==> config.mk <==
export PLATFORM = sky130hd
export DESIGN_NAME = serial_adder_flat
export DESIGN_NICKNAME = d
export VERILOG_FILES = /design/src/rtl/serial_adder_pkg.sv /design/src/rtl/serial_adder_if.sv /design/src/rtl/full_adder.sv /design/src/rtl/serial_adder.sv /design/src/flat_wrapper.sv
export SDC_FILE = /design/constraint.sdc
export NUM_CORES = 1
export LEC_CHECK = 0
export CAP_MARGIN = 25
export CELL_PAD_IN_SITES_DETAIL_PLACEMENT = 2
export CELL_PAD_IN_SITES_GLOBAL_PLACEMENT = 2
export CORE_MARGIN = 1.5
export CORE_UTILIZATION = 31
export DETAILED_ROUTE_END_ITERATION = 8
export PLACE_DENSITY = 0.87
export SLEW_MARGIN = 20
export SYNTH_ARGS = -nofsm -noshare
export SYNTH_HDL_FRONTEND = slang
export SYNTH_HIERARCHICAL = 1
export SYNTH_SLANG_ARGS = --single-unit
==> constraint.sdc <==
create_clock -name Clk -period 3.9 [get_ports Clk]
set_clock_uncertainty 0.05 [all_clocks]
set_input_delay 0.39 -clock Clk [delete_from_list [all_inputs] [get_ports Clk]]
set_output_delay 0.39 -clock Clk [all_outputs]
set_load 0.005 [all_outputs]
==> src/rtl/serial_adder_pkg.sv <==
// Shared definitions for the bit-serial adder/subtractor: FSM encoding and
// the rule for sizing the bit counter.
package serial_adder_pkg;

    typedef enum logic [1:0] {
        IDLE  = 2'd0,
        SHIFT = 2'd1,
        DONE  = 2'd2
    } state_e;

    // max(1, clog2(n)) so that the N=1 build still has a real counter bit
    function automatic int cnt_width(int n);
        return (n <= 2) ? 1 : $clog2(n);
    endfunction

endpackage

==> src/rtl/serial_adder_if.sv <==
// Operand/result bundle of the serial adder; master drives requests, slave
// is the adder.
interface serial_adder_if #(parameter int N = 8);
    logic         Start;
    logic         Sub;
    logic [N-1:0] A;
    logic [N-1:0] B;
    logic         Cin;
    logic [N-1:0] S;
    logic         Cout;
    logic         Ovf;
    logic         Busy;
    logic         Done;

    modport master (output Start, Sub, A, B, Cin,
                    input  S, Cout, Ovf, Busy, Done);
    modport slave  (input  Start, Sub, A, B, Cin,
                    output S, Cout, Ovf, Busy, Done);
endinterface

==> src/rtl/full_adder.sv <==
// One-bit full adder, the only arithmetic element of the serial datapath.
module full_adder (
    input  logic A,
    input  logic B,
    input  logic Cin,
    output logic S,
    output logic Cout
);
    assign S    = A ^ B ^ Cin;
    assign Cout = (A & B) | (Cin & (A ^ B));
endmodule

==> src/rtl/serial_adder.sv <==
// Bit-serial N-bit adder/subtractor: one bit pair per clock, LSB first, with
// the sum shifted into S from the MSB end.
module serial_adder
    import serial_adder_pkg::*;
#(
    parameter int N = 8
) (
    input  logic           Clk,
    input  logic           Rst,
    serial_adder_if.slave  bus
);
    localparam int CW = cnt_width(N);

    state_e         state_q, state_d;
    logic [N-1:0]   a_q, a_d;
    logic [N-1:0]   b_q, b_d;
    logic [N-1:0]   s_q, s_d;
    logic [CW-1:0]  cnt_q, cnt_d;
    logic           carry_q, carry_d;
    logic           cout_q, cout_d;
    logic           ovf_q, ovf_d;
    logic           fa_s, fa_c;

    full_adder u_fa (
        .A    (a_q[0]),
        .B    (b_q[0]),
        .Cin  (carry_q),
        .S    (fa_s),
        .Cout (fa_c)
    );

    always_comb begin
        state_d = state_q;
        a_d     = a_q;
        b_d     = b_q;
        s_d     = s_q;
        cnt_d   = cnt_q;
        carry_d = carry_q;
        cout_d  = cout_q;
        ovf_d   = ovf_q;
        case (state_q)
            IDLE: begin
                if (bus.Start) begin
                    // subtract as A + ~B + 1
                    a_d     = bus.A;
                    b_d     = bus.Sub ? ~bus.B : bus.B;
                    carry_d = bus.Sub | bus.Cin;
                    cnt_d   = '0;
                    state_d = SHIFT;
                end
            end
            SHIFT: begin
                a_d      = a_q >> 1;
                b_d      = b_q >> 1;
                s_d      = s_q >> 1;
                s_d[N-1] = fa_s;
                carry_d  = fa_c;
                cnt_d    = cnt_q + CW'(1);
                if (cnt_q == CW'(N - 1)) begin
                    // carry_q is the carry into the MSB on this edge
                    cout_d  = fa_c;
                    ovf_d   = carry_q ^ fa_c;
                    state_d = DONE;
                end
            end
            DONE:    state_d = IDLE;
            default: state_d = IDLE;
        endcase
    end

    always_ff @(posedge Clk) begin
        if (Rst) begin
            state_q <= IDLE;
            a_q     <= '0;
            b_q     <= '0;
            s_q     <= '0;
            cnt_q   <= '0;
            carry_q <= 1'b0;
            cout_q  <= 1'b0;
            ovf_q   <= 1'b0;
        end else begin
            state_q <= state_d;
            a_q     <= a_d;
            b_q     <= b_d;
            s_q     <= s_d;
            cnt_q   <= cnt_d;
            carry_q <= carry_d;
            cout_q  <= cout_d;
            ovf_q   <= ovf_d;
        end
    end

    assign bus.S    = s_q;
    assign bus.Cout = cout_q;
    assign bus.Ovf  = ovf_q;
    assign bus.Busy = (state_q == SHIFT);
    assign bus.Done = (state_q == DONE);

endmodule
==> src/flat_wrapper.sv <==
// flat-port wrapper written by rule: the top's interface ports become plain ports
module serial_adder_flat import serial_adder_pkg::*;
#(
    parameter int N = 8
)
  (Clk, Rst, bus_Start, bus_Sub, bus_A, bus_B, bus_Cin, bus_S, bus_Cout, bus_Ovf, bus_Busy, bus_Done);
  serial_adder_if #(.N(N)) bus_i ();
  input  logic Clk;
  input  logic Rst;
  input wire logic [$bits(bus_i.Start)-1:0] bus_Start;
  input wire logic [$bits(bus_i.Sub)-1:0] bus_Sub;
  input wire logic [$bits(bus_i.A)-1:0] bus_A;
  input wire logic [$bits(bus_i.B)-1:0] bus_B;
  input wire logic [$bits(bus_i.Cin)-1:0] bus_Cin;
  output wire logic [$bits(bus_i.S)-1:0] bus_S;
  output wire logic [$bits(bus_i.Cout)-1:0] bus_Cout;
  output wire logic [$bits(bus_i.Ovf)-1:0] bus_Ovf;
  output wire logic [$bits(bus_i.Busy)-1:0] bus_Busy;
  output wire logic [$bits(bus_i.Done)-1:0] bus_Done;
  assign bus_i.Start = bus_Start;
  assign bus_i.Sub = bus_Sub;
  assign bus_i.A = bus_A;
  assign bus_i.B = bus_B;
  assign bus_i.Cin = bus_Cin;
  assign bus_S = bus_i.S;
  assign bus_Cout = bus_i.Cout;
  assign bus_Ovf = bus_i.Ovf;
  assign bus_Busy = bus_i.Busy;
  assign bus_Done = bus_i.Done;
  serial_adder #(.N(N)) u_core (.Clk(Clk), .Rst(Rst), .bus(bus_i));
endmodule
After elaboration in Yosys (flattened, before gate mapping). Cells that the tools add are included.

Latch bits: 0. Bits in read-only memories: 0. Memories kept: 0. Output and inout bits: 12. Register bits after elaboration: 32. Word-level logic and storage cells: 39. Memory bits (writable): 0. Bits of input ports: 21.

Div/mod/pow operators: 0. $add $sub $neg: 1. Magnitude comparators: 0. $mul: 0. Equality and inequality tests: 5. Bitwise operators: 8. Shifts and indexed selects: 0. Reductions and logical operators: 5. Mux-type cells: 12.

Operator list (number): 8-bit one-hot mux with 2 select lines (2); 8-bit 2-to-1 mux (3); 8-bit inverter (1); 3-bit one-hot mux with 2 select lines (1); 2-bit AND reduction (3); 2-bit 2-to-1 mux (2); 2-bit one-hot mux with 2 select lines (1); 3-bit by 1-bit adder with 3-bit output (second input constant) (1); 3-bit equality test (second input constant) (1); 3-bit 2-to-1 mux (1); 1-bit bitwise XOR (3); 1-bit bitwise AND (2); 2-bit by 1-bit equality test with 1-bit output (second input constant) (1); 2-bit equality test (second input constant) (1); 2-bit zero test (1); 2-bit by 1-bit != test with 1-bit output (second input constant) (1); 2-bit != test (second input constant) (1); 1-bit OR (2); 1-bit one-hot mux with 2 select lines (1); 2-bit nonzero test (1); 1-bit 2-to-1 mux (1).

Longest topological paths before layout. Gate-level depths: netlist of the first run.

Depth after elaboration: 4. Gate-level depth with buffers: 6. Gate-level depth less buffers: 5.

Cells and area by module. The synthesis of the first run kept the hierarchy.

By module, submodules not included: serial_adder (sequential area each 640.6 µm², cells an instance 162, area each 1423.9 µm², instances 1); full_adder (sequential area each 0.0 µm², cells an instance 1, area each 20.0 µm², instances 1).

Worst setup path before layout of the first run. No wires, ideal clock.

Path type: register to output. Start point: register u_core.state_q[1]. End point: output bus_Done. Cell stages (with the launch flop): 3. Arrival time: 817 ps. Buffers on the path: 1. Slack: 2643 ps. Required time: 3460 ps. Cells stage by stage: dfxtp_1 clkbuf_1 nor2b_1.

Word-level cells in the longest chain between the ends: 1.

Ends and longest elaborated chain: from (decl) (line serial_adder.sv:14) `state_e state_q, state_d;`; from (signal assigned) (line serial_adder.sv:82) `state_q <= state_d;`; 2-bit equality test (line serial_adder.sv:97) `assign bus.Done = (state_q == DONE);`; to (decl) (line flat_wrapper.sv:19) `output wire logic [$bits(bus_i.Done)-1:0] bus_Done;`.

No other way between the ends.

Final worst setup path of the first run.
Start point: register u_core.state_q[0]. End point: output bus_Busy.

Word-level cells in the longest chain between the ends: 1.

Ends and longest elaborated chain: 2-bit by 1-bit equality test with 1-bit output (line serial_adder.sv:96) `assign bus.Busy = (state_q == SHIFT);`; to (decl) (line flat_wrapper.sv:18) `output wire logic [$bits(bus_i.Busy)-1:0] bus_Busy;`.

No other way between the ends.

==> results.md, run 1 <==
* Status: complete, no violations
* N_diodes at 0
* Peak supply drop at 167.3 uV
* Post-DR vias/cell at 5.104
* Startpoint Class: register
* Vias at 1230
* Reg clk slew, reported paths at 0.07 ns
* Final TNS setup at 0 ns
* Postcts setup bufs at 0
* Top-count cell post-synth: dfxtp_1
* Clk sinks at 32
* CTS tree: yes
* Routed wl met3 at 162 um
* Global-route wire length before repair at 6.175 mm
* Pin count of the biggest net entering global routing at 24
* Nature of the critical path endpoint: primary output
* Final Cell Area at 0.001858 sq mm
* Pleak at 0.6649 nW
* Wire length on met2 at 1.831 mm
* Final Hold Viols at 0
* Core Rows at 24
* Commonest cells in the netlist: dfxtp_1, nand2_1, a21oi_1
* GPL Wtd Cong at 0.7266
* M1 wire length at 1.652 mm
* Cts hold-fix bufs at 0
* Final ANT Viol Nets at 0
* Mapped cell area at 0.001444 sq mm
* Clk Latency, worst-skew pair at 0.28 ns
* Placed inst area at 0.001762 sq mm
* Fin nets at 213
* Port Buf Inserts at 32
* IO Count at 33
* DRT Pass-1 Iters at 4
* Die W at 71.25 um
* Final worst path period share at 72.28%
* DR DRC count at 0
* Synth top area share at 44.37%
* Root Buffer: clkbuf_8
* Ys flop type: dfxtp_1
* Synth area leader: dfxtp_1
* Worst rel slew slack at 50.58%
* R2r startpoint: u_core/state_q[0]
* Post-synthesis sequential area ratio at 44.37%
* DR top layer: met4
* Resized Gates After CTS at 0
* Total CTS buffers at 5
* Worst EP arrival at 2.38 ns
* Synth Register Bits at 32
* Initial antenna violation count at 0
* H-tree depth at 2
* Core region area at 0.004414 sq mm
* Worst-case reg-to-reg path depth at 4
* CP Class: register to primary output
* Max Freq at 354.8 MHz
* RSZ-0062 raised after global routing: false
* Endpoints failing setup at 0
* Total global routing overflow at 0
* Post-synthesis async set-or-reset flop share at 0%
* Initial drt markers at 58
* Total wire length at 3.689 mm
* Post-route total power at 0.7413 mW
* Reg-to-Reg End: u_core/b_q[4]
* Total GRT Usage at 15.82%
* Netlist cell types at 28
* Crit path time final at 2.819 ns
* Starting Density at 32.71%
* Worst min-delay path category: register to register
* Worst-Margin Slew at 0.7403 ns
* Final Max Slew Viols at 0
* Hold-critical path depth at 2
* Vias in the first global route at 1314
* Max clock buf depth at 2
* Number of synthesized flops with an enable pin at 0
* Mapped Cells at 163
* Synth Area per Inst at 8.858 sq um
* Die area at 0.005076 sq mm
* Synthesis warning total at 6
* Worst min-delay path startpoint: u_core/bus.Cout
* Maxcap violations at 0
* Dpl hpwl at 2.732 mm
* Worst-path maximum fanout at 23
* Pwr dens at 399.0 mW/mm^2
* Critical Path RT at 3.46 ns
* Share of cells above drive strength 1 at 6.349%
* Reg2reg setup slack at 1.90 ns
* Largest cells by area after synthesis: dfxtp_1, a21oi_1, a22oi_1
* Post-Syn Nets at 187
* Hold endpoint: u_core/bus.Cout
* Die height at 71.25 um
* Area Growth Syn to Fin at 28.68%
* Wire per inst at 15.31 um
==> kinds of logic after synthesis <==
logic type,Yosys count,synth area share (%)
simple gates,63,22.79
compound gates,41,18.28
flops,32,44.37
buf+inv,15,5.978
xor+xnor,9,5.460
fa+ha+maj,3,3.119
==> routing by layer <==
layer / vias to the layer above / GRT usage, %
li1: 612 / -
met1: 582 / 18.33
met2: 31 / 27.98
met3: 5 / 4.641
met4: 0 / 5.031
met5: - / 0
==> where the power goes <==
group          internal (mW)  switching [mW]  leakage [nW]
Clock                  0.157           0.119        0.0503
Combinational         0.0545          0.0481         0.353
Sequential             0.346          0.0163         0.262
==> area by class of cell <==
| type | instances | area (sq um) |
|---|---|---|
| tap | 52 | 65.06 |
| multi-input combinational | 116 | 716.9 |
| fill | 486 | 2556 |
| sequential | 32 | 640.6 |
| timing repair buffer | 33 | 335.3 |
| inverter | 1 | 3.754 |
| clock buffer | 7 | 96.34 |
==> sequential cells by signal, indices dropped and copies added (netlist names) <==
name             count
u_core/bus.Cout      1
u_core/b_q           8
u_core/a_q           8
u_core/cnt_q         3
u_core/bus.S         8
u_core/bus.Ovf       1
u_core/carry_q       1
u_core/state_q       2
==> worst max-delay path by stage <==
stage | from | end | depth (start not counted) | slack, ns
global placement | u_core/state_q[0] | bus_Busy | 3 | 1.49
CTS | u_core/state_q[0] | bus_Busy | 3 | 1.06
global route | u_core/state_q[0] | bus_Busy | 3 | 0.85
floorplan | u_core/state_q[1] | bus_Done | 2 | 2.64
finish | u_core/state_q[0] | bus_Busy | 3 | 1.08
detailed placement | u_core/state_q[0] | bus_Busy | 3 | 1.36
==> stage by stage <==
stage               setup WS [ns]  util [%]  hold WS [ns]  std cells
floorplan                   2.643         -        0.3935        163
global placement            1.494     39.57        0.4024        233
detailed placement          1.356     39.91        0.4113        234
CTS                         1.063     42.09        0.4203        241
global route               0.8518     42.09        0.4567        241
finish                      1.081     42.09        0.4239        241
==> placed cells by master (no fill, tap or decap), types with 2 or more instances in the layout <==
cell type / n
clkdlybuf4s50_1: 32
dfxtp_1: 32
nand2_1: 18
a21oi_1: 17
nor2_1: 14
nand2b_1: 11
a22oi_1: 11
clkbuf_8: 7
or3b_1: 7
nor3_1: 7
xnor2_1: 7
o22ai_1: 7
a211oi_1: 2
nand3b_1: 2
xor2_1: 2
nand3_1: 2
ha_1: 2
==> worst max-delay path, cell delays in order, from the launching register on <==
cell             delay (ns)
dfxtp_1                0.80
nand2b_1               0.37
inv_2                  0.35
clkdlybuf4s50_1        0.57
No activity file was read; power rests on OpenSTA's default activity.
==> run 2, diff against run 1 <==
Settings changed: CORE_UTILIZATION 31 to 29, PLACE_DENSITY 0.87 to 0.83.
Clock period 3.9 ns to 2.6 ns, I/O delays scaled along.
==> results.md, run 2 (synthesis results as in run 1) <==
* Status: complete, no violations
* Peak supply drop at 209.4 uV (+25%)
* Pin count of the biggest net entering global routing at 23 (-4.2%)
* Initial antenna violation count at 0 (unchanged)
* Vias in the first global route at 1325 (+0.84%)
* Worst min-delay path category: register to register
* Critical Path RT at 2.29 ns (-1.17 ns)
* Nature of the critical path endpoint: primary output
* Post-route total power at 1.036 mW (+40%)
* DRT Pass-1 Iters at 4 (unchanged)
* Max Freq at 478.0 MHz
* Area Growth Syn to Fin at 29.12%
* Worst min-delay path startpoint: u_core/bus.S[0]
* Postcts setup bufs at 0 (unchanged)
* Post-DR vias/cell at 4.907 (-3.9%)
* Crit-path cells: nand2b_1 > inv_2 > clkdlybuf4s50_1
* Crit path time final at 2.092 ns
* Hold endpoint: u_core/bus.S[0]
* Core Rows at 25 (+4.2%)
* H-tree depth at 2 (unchanged)
* Die height at 73.56 um (+3.2%)
* Worst-path maximum fanout at 15 (-35%)
* Reg2reg setup slack at 0.80 ns (-1.10 ns)
* Total CTS buffers at 5 (unchanged)
* Fin nets at 216 (+1.4%)
* CP Class: register to primary output
* CTS tree: yes
* Crit-path slowest cell: dfxtp_1
* Hold-critical path depth at 2 (unchanged)
* Worst rel slew slack at 64.60% (+14 points)
* Final Hold Viols at 0 (unchanged)
* Final worst path period share at 80.47%
* Resized Gates After CTS at 0 (unchanged)
* Final Max Slew Viols at 0 (unchanged)
* Worst-Margin Slew at 0.5294 ns (-0.2110 ns)
* N_diodes at 0 (unchanged)
* Total GRT Usage at 15.07% (-0.75 points)
* Final TNS setup at 0 ns (unchanged)
* Reg-to-Reg End: u_core/b_q[4]
* Share of cells above drive strength 1 at 6.842% (+0.49 points)
* Total global routing overflow at 0 (unchanged)
* Maxcap violations at 0 (unchanged)
* Dpl hpwl at 2.854 mm (+4.5%)
* Global-route wire length before repair at 6.258 mm (+1.3%)
* Pleak at 0.6629 nW (-0.30%)
* Worst EP arrival at 1.78 ns (-0.60 ns)
* IO Count at 33 (unchanged)
* DR DRC count at 0 (unchanged)
* Cts hold-fix bufs at 0 (unchanged)
* Die W at 73.56 um (+3.2%)
* Vias at 1261 (+2.5%)
* Worst-case reg-to-reg path depth at 5 (+1)
* Root Buffer: clkbuf_8
* Endpoints failing setup at 0 (unchanged)
* Core region area at 0.004755 sq mm (+7.7%)
* Max incr delay on CP at 0.61 ns (-0.19 ns)
* GPL Wtd Cong at 0.7467 (+2.8%)
* RSZ-0062 raised after global routing: false
* Total wire length at 3.722 mm (+0.89%)
* Reg clk slew, reported paths at 0.06 ns (about the same)
* Wire per inst at 14.48 um (-5.4%)
* Clk sinks at 32 (unchanged)
* Starting Density at 30.37% (-2.3 points)
* Port Buf Inserts at 32 (unchanged)
* Initial drt markers at 38 (-34%)
* Clk Latency, worst-skew pair at 0.27 ns (about the same)
* Die area at 0.005411 sq mm (+6.6%)
* Fillers at 547 (+13%)
* Final ANT Viol Nets at 0 (unchanged)
* Startpoint Class: register
* Commonest non-fill, non-tap cells in the layout: clkdlybuf4s50_1, dfxtp_1, nand2_1
* R2r startpoint: u_core/state_q[1]
* Pwr dens at 555.5 mW/mm^2 (+39%)
* Max clock buf depth at 2 (unchanged)
[run 2: cell types whose count changed in the layout (fill, tap and decap cells not counted)]
| cell | change |
|---|---|
| buf_4 | +4 |
| buf_8 | -1 |
| clkbuf_8 | -2 |
[run 2: final cells by class]
type                            instances  area (sq um)  area share [%]
Multi-Input combinational cell        116         716.9           38.46
Sequential cell                        32         640.6           34.36
Timing Repair Buffer                   36         350.3           18.79
Tap cell                               67         83.83           4.497
Clock buffer                            5         68.82           3.691
Inverter                                1         3.754          0.2013
[run 2: routing by layer]
layer  GRT usage [%]  up-vias  share of wire, %
li1                -      616                 -
met3           3.292        0               3.8
met2           26.63       26                52
met5               0        -                 0
met4           4.321        0                 0
met1           18.26      619                44
[run 2: worst max path at each step]
stage	cells past startpoint	slack (ns)	from	to
after floorplan	4	1.35	u_core/a_q[0]	u_core/bus.Ovf
after global placement	3	0.85	u_core/state_q[1]	bus_Busy
after detailed placement	4	0.78	bus_Start	u_core/b_q[3]
after CTS	3	0.48	u_core/state_q[1]	bus_Busy
after global routing	3	0.38	u_core/state_q[1]	bus_Busy
final	3	0.51	u_core/state_q[1]	bus_Busy
[run 2: critical path: cells and delay by family, from the launching register on]
family                 cells  cell delay (ns)
buffers and inverters      2             0.52
flip-flops                 1             0.61
AND/OR/NAND/NOR            1             0.38
[run 2: where the power goes]
part | internal (mW) | switching, mW | leakage [nW] | total (mW)
clock network | 0.172 | 0.159 | 0.0359 | 0.331
registers | 0.519 | 0.0177 | 0.262 | 0.537
logic | 0.0850 | 0.0825 | 0.365 | 0.168
total | 0.776 | 0.259 | 0.663 | 1.04
[run 2: through the flow]
step	cells	util [%]	worst slack [ns]	cell area (sq um)	hold WS, ns
floorplan	163	-	1.355	1444	0.3583
global placement	252	37.76	0.8520	1795	0.3985
detailed placement	252	37.76	0.7830	1795	0.4074
CTS	257	39.21	0.4801	1864	0.4156
global route	257	39.21	0.3820	1864	0.4484
finish	257	39.21	0.5079	1864	0.4118
==> variant 1, RTL diff (flow settings as in run 2) <==
Encoding of `state_e`: now one-hot (3 bits for 3 states).
--- a/src/rtl/serial_adder_pkg.sv
+++ b/src/rtl/serial_adder_pkg.sv
@@ -3,8 +3,8 @@
 package serial_adder_pkg;
 
-    typedef enum logic [1:0] {
-        IDLE  = 2'd0,
-        SHIFT = 2'd1,
-        DONE  = 2'd2
+    typedef enum logic [2:0] {
+        IDLE  = 3'b001,
+        SHIFT = 3'b010,
+        DONE  = 3'b100
     } state_e;
 
Function: no difference found for any inputs over 10 cycles, from zero or initial values and one cycle with Rst high; not proved beyond that.
==> variant 1 against run 2 <==
  * Register-to-register slack worse by 0.39 ns
  * Routed wire length is 16% higher
  * Worst setup slack worse by 0.36 ns
  * Highest routed layer is now met4
  * Design area is 8.5% higher
  * Total power is 8.3% higher
  * Combinational power is 7% higher
  * Synthesized area is 10% higher
  * Sequential cell count is 1 higher
  * Largest power group unchanged
==> variant 1: results (changes against run 2) <==
outcome:
  status: "finished, final reports clean"  # unchanged
synth:
  synth_compound_area_frac: 0.132  # was 0.183
  muxShareOfSynthArea: 0.00629  # was 0
  synthAdderAreaFrac: 0.0283  # was 0.0312
  yosys-top-cells-count: "33 x dfxtp_1, 22 x nor3_1, 19 x a21oi_1, 19 x nand2_1"  # was 32 x dfxtp_1, 18 x nand2_1, 17 x a21oi_1
  seq_area_frac_synth: 0.415  # was 0.444
  synth-xor-area-share: 0.0496  # was 0.0546
  synth_cell_type_count: 35  # was 28
  yosysWarnings: 6  # unchanged
  syn_avg_cell_area_sq_um: 9.09  # was 8.86 sq um
  synth.area.top_cells: "dfxtp_1 42%, nor3_1 6.9%, a21oi_1 6.0%, nor3_2 5.0%, nand2_1 4.5%"  # was dfxtp_1 44%, a21oi_1 5.9%, a22oi_1 5.7%, nand2b_1 4.8%, nand2_1 4.7%
  synth_nets: 199  # was 187
  netlist.area_leader.share: 0.415  # was 0.444
grt:
  use_met2: 0.276  # was 0.266
  groute.layer.met3.usage: 0.0429  # was 0.0329
  antenna_found_initial: 0  # unchanged
  met1_usage: 0.184  # was 0.183
  grt_pass1_vias: 1506  # was 1325
  grt_max_degree: 34  # was 23
  grt_use_total: 0.160  # was 0.151
  grt_pass1_wl_microns: 7420  # was 6260 microns
timing:
  relSlewSlack: 0.626  # was 0.646
clocking:
  root_buffer: "clkbuf_8"  # unchanged
  cts_max_path_buffers: 2  # unchanged
  clk_latency_ns: 0.29  # was 0.27 ns
  numCtsBuffers: 5  # unchanged
  clkTransAtPathRegs_ns: 0.07
finish:
  nonClockInverterCount: 2  # was 1
  multi_input_area_sq_um: 833  # was 717 sq um
  final_layout_size_suffix_gt1_frac: 0.143  # was 0.0684
  fillers: 592  # was 547
  clock_cell_area_share: 0.0408  # was 0.0369
  multi_input_gates: 124  # was 116
  clkbuf_count: 6  # was 5
  nNetsFinal: 226  # was 216
  n_all_buffers: 36  # unchanged
  design.seq.count: 33  # was 32
  seq_area_frac: 0.327  # was 0.344
  final_cells: 273  # was 257
  bufAreaShareNonClock: 0.173  # was 0.188
route:
  dr.pass1.iters: 4  # unchanged
  detail-route-antenna-nets: 0  # unchanged
  wl_met2_microns: 2180  # was 1920 microns
  vias_per_cell: 5.08  # was 4.91
  highest_layer: "met4"  # was met3
  drt_iter0_markers: 39  # was 38
  drt-met1-wl_microns: 1970  # was 1660 microns
  met3WireLength_microns: 122  # was 141 microns
  wirelength_microns: 4340  # was 3720 microns
hold_path:
  hold_path.class: "reg -> reg"  # unchanged
pwr:
  p_clk_frac: 0.339  # was 0.320
  ir_drop_mv: 0.247  # was 0.209 mV
  p_int_uw: 813  # was 776 uW
  power.leakage_nw: 0.712  # was 0.663 nW
  seqPwrFrac: 0.502  # was 0.518
placement:
  gp_congestion: 0.699  # was 0.747
  dpl.hpwl_microns: 2870  # was 2850 microns
critical_path:
  crit_fanout: 22  # was 15
-- variant 1: worst max-delay path, stage by stage, from the launching register on --
cell	delay (ns)
dfxtp_1	0.68
or3b_4	0.59
clkinv_2	0.09
clkdlybuf4s50_1	0.49
-- variant 1: worst paths after layout --
kind,startpoint,to,slack [ns]
setup / recovery,u_core/state_q[1],bus_Busy,0.15
setup reg to reg,u_core/state_q[1],u_core/bus.Ovf,0.41
hold / removal,u_core/bus.S[0],u_core/bus.S[0],0.41
hold reg to reg,u_core/bus.S[0],u_core/bus.S[0],0.41
-- variant 1: metrics by stage --
step                hold WS (ns)  instance area [sq um]  power, mW  setup slack, ns
floorplan                  0.279                   1590      0.686             1.21
global placement           0.406                   1940      0.743            0.533
detailed placement         0.404                   1940      0.752            0.457
CTS                        0.414                   2020       1.14            0.143
global route               0.419                   2020       1.18           0.0518
finish                     0.408                   2020       1.12            0.145
==> variant 2, RTL diff (config.mk and constraints of run 2) <==
Made on the original files. `N` is set to 8 in 3 places; all go to 16.
--- a/src/rtl/serial_adder_if.sv
+++ b/src/rtl/serial_adder_if.sv
@@ -1,5 +1,5 @@
 // Operand/result bundle of the serial adder; master drives requests, slave
 // is the adder.
-interface serial_adder_if #(parameter int N = 8);
+interface serial_adder_if #(parameter int N = 16);
     logic         Start;
     logic         Sub;
--- a/src/rtl/serial_adder.sv
+++ b/src/rtl/serial_adder.sv
@@ -4,5 +4,5 @@
     import serial_adder_pkg::*;
 #(
-    parameter int N = 8
+    parameter int N = 16
 ) (
     input  logic           Clk,
--- a/src/flat_wrapper.sv
+++ b/src/flat_wrapper.sv
@@ -2,5 +2,5 @@
 module serial_adder_flat import serial_adder_pkg::*;
 #(
-    parameter int N = 8
+    parameter int N = 16
 )
   (Clk, Rst, bus_Start, bus_Sub, bus_A, bus_B, bus_Cin, bus_S, bus_Cout, bus_Ovf, bus_Busy, bus_Done);
Interface: changed (resized bus_A, bus_B and bus_S); port bits go from 33 to 57. No check against the original RTL was run, so the function may have changed too.
==> variant 2 against run 2 <==
  * Design area grew 83%
  * Sequential cell count grew 25
  * Utilization is essentially flat
  * Synthesized area grew 81%
  * Total power grew 100%
  * Routed wire length grew 100%
  * Worst setup slack gained 0.035 ns
  * Largest cell class unchanged
  * Largest power group unchanged
==> variant 2: results (changes against run 2) <==
synth:
  synth_cell_type_count: 36  # was 28
  synthAdderAreaFrac: 0.0124  # was 0.0312
  seq_area_frac_synth: 0.436  # was 0.444
  yosys-top-cells-count: "57 x dfxtp_1, 48 x a21oi_1, 36 x nand2_1"  # was 32 x dfxtp_1, 18 x nand2_1, 17 x a21oi_1
  synth_compound_area_frac: 0.275  # was 0.183
  synth.area.top_cells: "dfxtp_1 44%, a21oi_1 9.2%, o221a_2 6.0%, xnor2_1 5.4%, a22oi_1 5.2%"  # was dfxtp_1 44%, a21oi_1 5.9%, a22oi_1 5.7%, nand2b_1 4.8%, nand2_1 4.7%
  synth-xor-area-share: 0.0569  # was 0.0546
finish:
  nNetsFinal: 397  # was 216
  final_layout_size_suffix_gt1_frac: 0.116  # was 0.0684
critical_path:
  crit_fanout: 16  # was 15
  arrival_ns: 1.75  # was 1.78 ns
route:
  dr.pass1.iters: 4  # unchanged
  met3WireLength_microns: 251  # was 141 microns
  highest_layer: "met4"  # was met3
  vias_per_cell: 5.17  # was 4.91
  drt-met1-wl_microns: 3430  # was 1660 microns
  drt_iter0_markers: 99  # was 38
  wl_per_cell_microns: 16.0  # was 14.5 microns
  wl_met2_microns: 3750  # was 1920 microns
clocking:
  ctsHtreeMaxLevel: 3  # was 2
  clk_latency_ns: 0.33  # was 0.27 ns
  numCtsBuffers: 9  # was 5
  clkTransAtPathRegs_ns: 0.06  # about the same
  root_buffer: "clkbuf_8"  # unchanged
pwr:
  p_switching_uw: 528  # was 259 uW
  ir_drop_mv: 0.187  # was 0.209 mV
  power.leakage_nw: 1.23  # was 0.663 nW
grt:
  grt_max_degree: 39  # was 23
  grt_pass1_vias: 2591  # was 1325
  grt_pass1_wl_microns: 12900  # was 6260 microns
  grt_use_total: 0.167  # was 0.151
  antenna_found_initial: 0  # unchanged
placement:
  postPlaceCellArea_sq_um: 3210  # was 1800 sq um
  port_buffers: 56  # was 32
  place_ws_ns: 0.551  # was 0.783 ns
  gp_congestion: 0.711  # was 0.747
  dpl.hpwl_microns: 5130  # was 2850 microns
outcome:
  status: "finished, final reports clean"  # unchanged
timing:
  worst_pin_slew_ns: 0.786  # was 0.529 ns
-- variant 2: cell types whose count changed in the layout (fill, tap and decap cells not counted), moves of 9 or more --
cell             change
dfxtp_1             +25
o22ai_1              +9
nor2_1              +19
nand2b_1            -10
xnor2_1              +9
clkdlybuf4s50_1     +23
inv_1               +15
o221a_2             +14
a21oi_1             +31
nand2_1             +18
-- variant 2: stage by stage --
step / cells / power (mW) / util
6_report: 471 / 2.11 / 0.392
5_1_grt: 471 / 2.21 / 0.392
4_1_cts: 471 / 2.14 / 0.392
3_5_place_dp: 455 / 1.26 / 0.368
3_3_place_gp: 455 / 1.25 / 0.368
2_1_floorplan: 312 / 1.15 / -
-- variant 2: cell families after synthesis --
kind of cell	after synthesis
adders and majority gates	2
AOI/OAI and AO/OA	107
xor gates and xnor gates	17
buffers and inverters	45
DFF	57
and+or+nand+nor	84
-- variant 2: layout make-up --
type,count,area [sq um]
fillers,961,5300
multi-input cells,210,1260
flip-flops and latches,57,1140
repair buffers,64,616
clock buffers,14,173
well taps,108,135
inverters,16,60.1
clock inverters,2,35.0
-- variant 2: worst max-delay path, stage by stage, from the launching register on --
cell and delay (ns):
dfxtp_1 0.66, nor2b_1 0.24, clkdlybuf4s50_1 0.52
-- variant 2: power by group through the flow --
| stage | sequential [mW] | combinational, mW | clock (mW) |
|---|---|---|---|
| floorplan | 0.966 | 0.183 | 0 |
| global placement | 0.977 | 0.269 | 0 |
| detailed placement | 0.980 | 0.281 | 0 |
| CTS | 0.961 | 0.284 | 0.895 |
| global route | 0.966 | 0.311 | 0.928 |
| finish | 0.961 | 0.279 | 0.871 |
-- variant 2: worst paths after layout --
| kind | start | end | slack (ns) | depth (start not counted) |
|---|---|---|---|---|
| worst max register to register | u_core/state_q[0] | u_core/b_q[14] | 0.71 | 4 |
| worst min-delay path | u_core/bus.S[0] | u_core/bus.S[0] | 0.41 | 2 |
| worst min register to register | u_core/bus.S[0] | u_core/bus.S[0] | 0.41 | 2 |
| worst max-delay path | u_core/state_q[1] | bus_Done | 0.54 | 2 |
-- variant 2: per-layer routing --
layer,global-route usage,up-vias
met3,0.0315,10
met4,0.0560,0
met2,0.286,45
li1,-,1184
met1,0.210,1195
met5,0,-
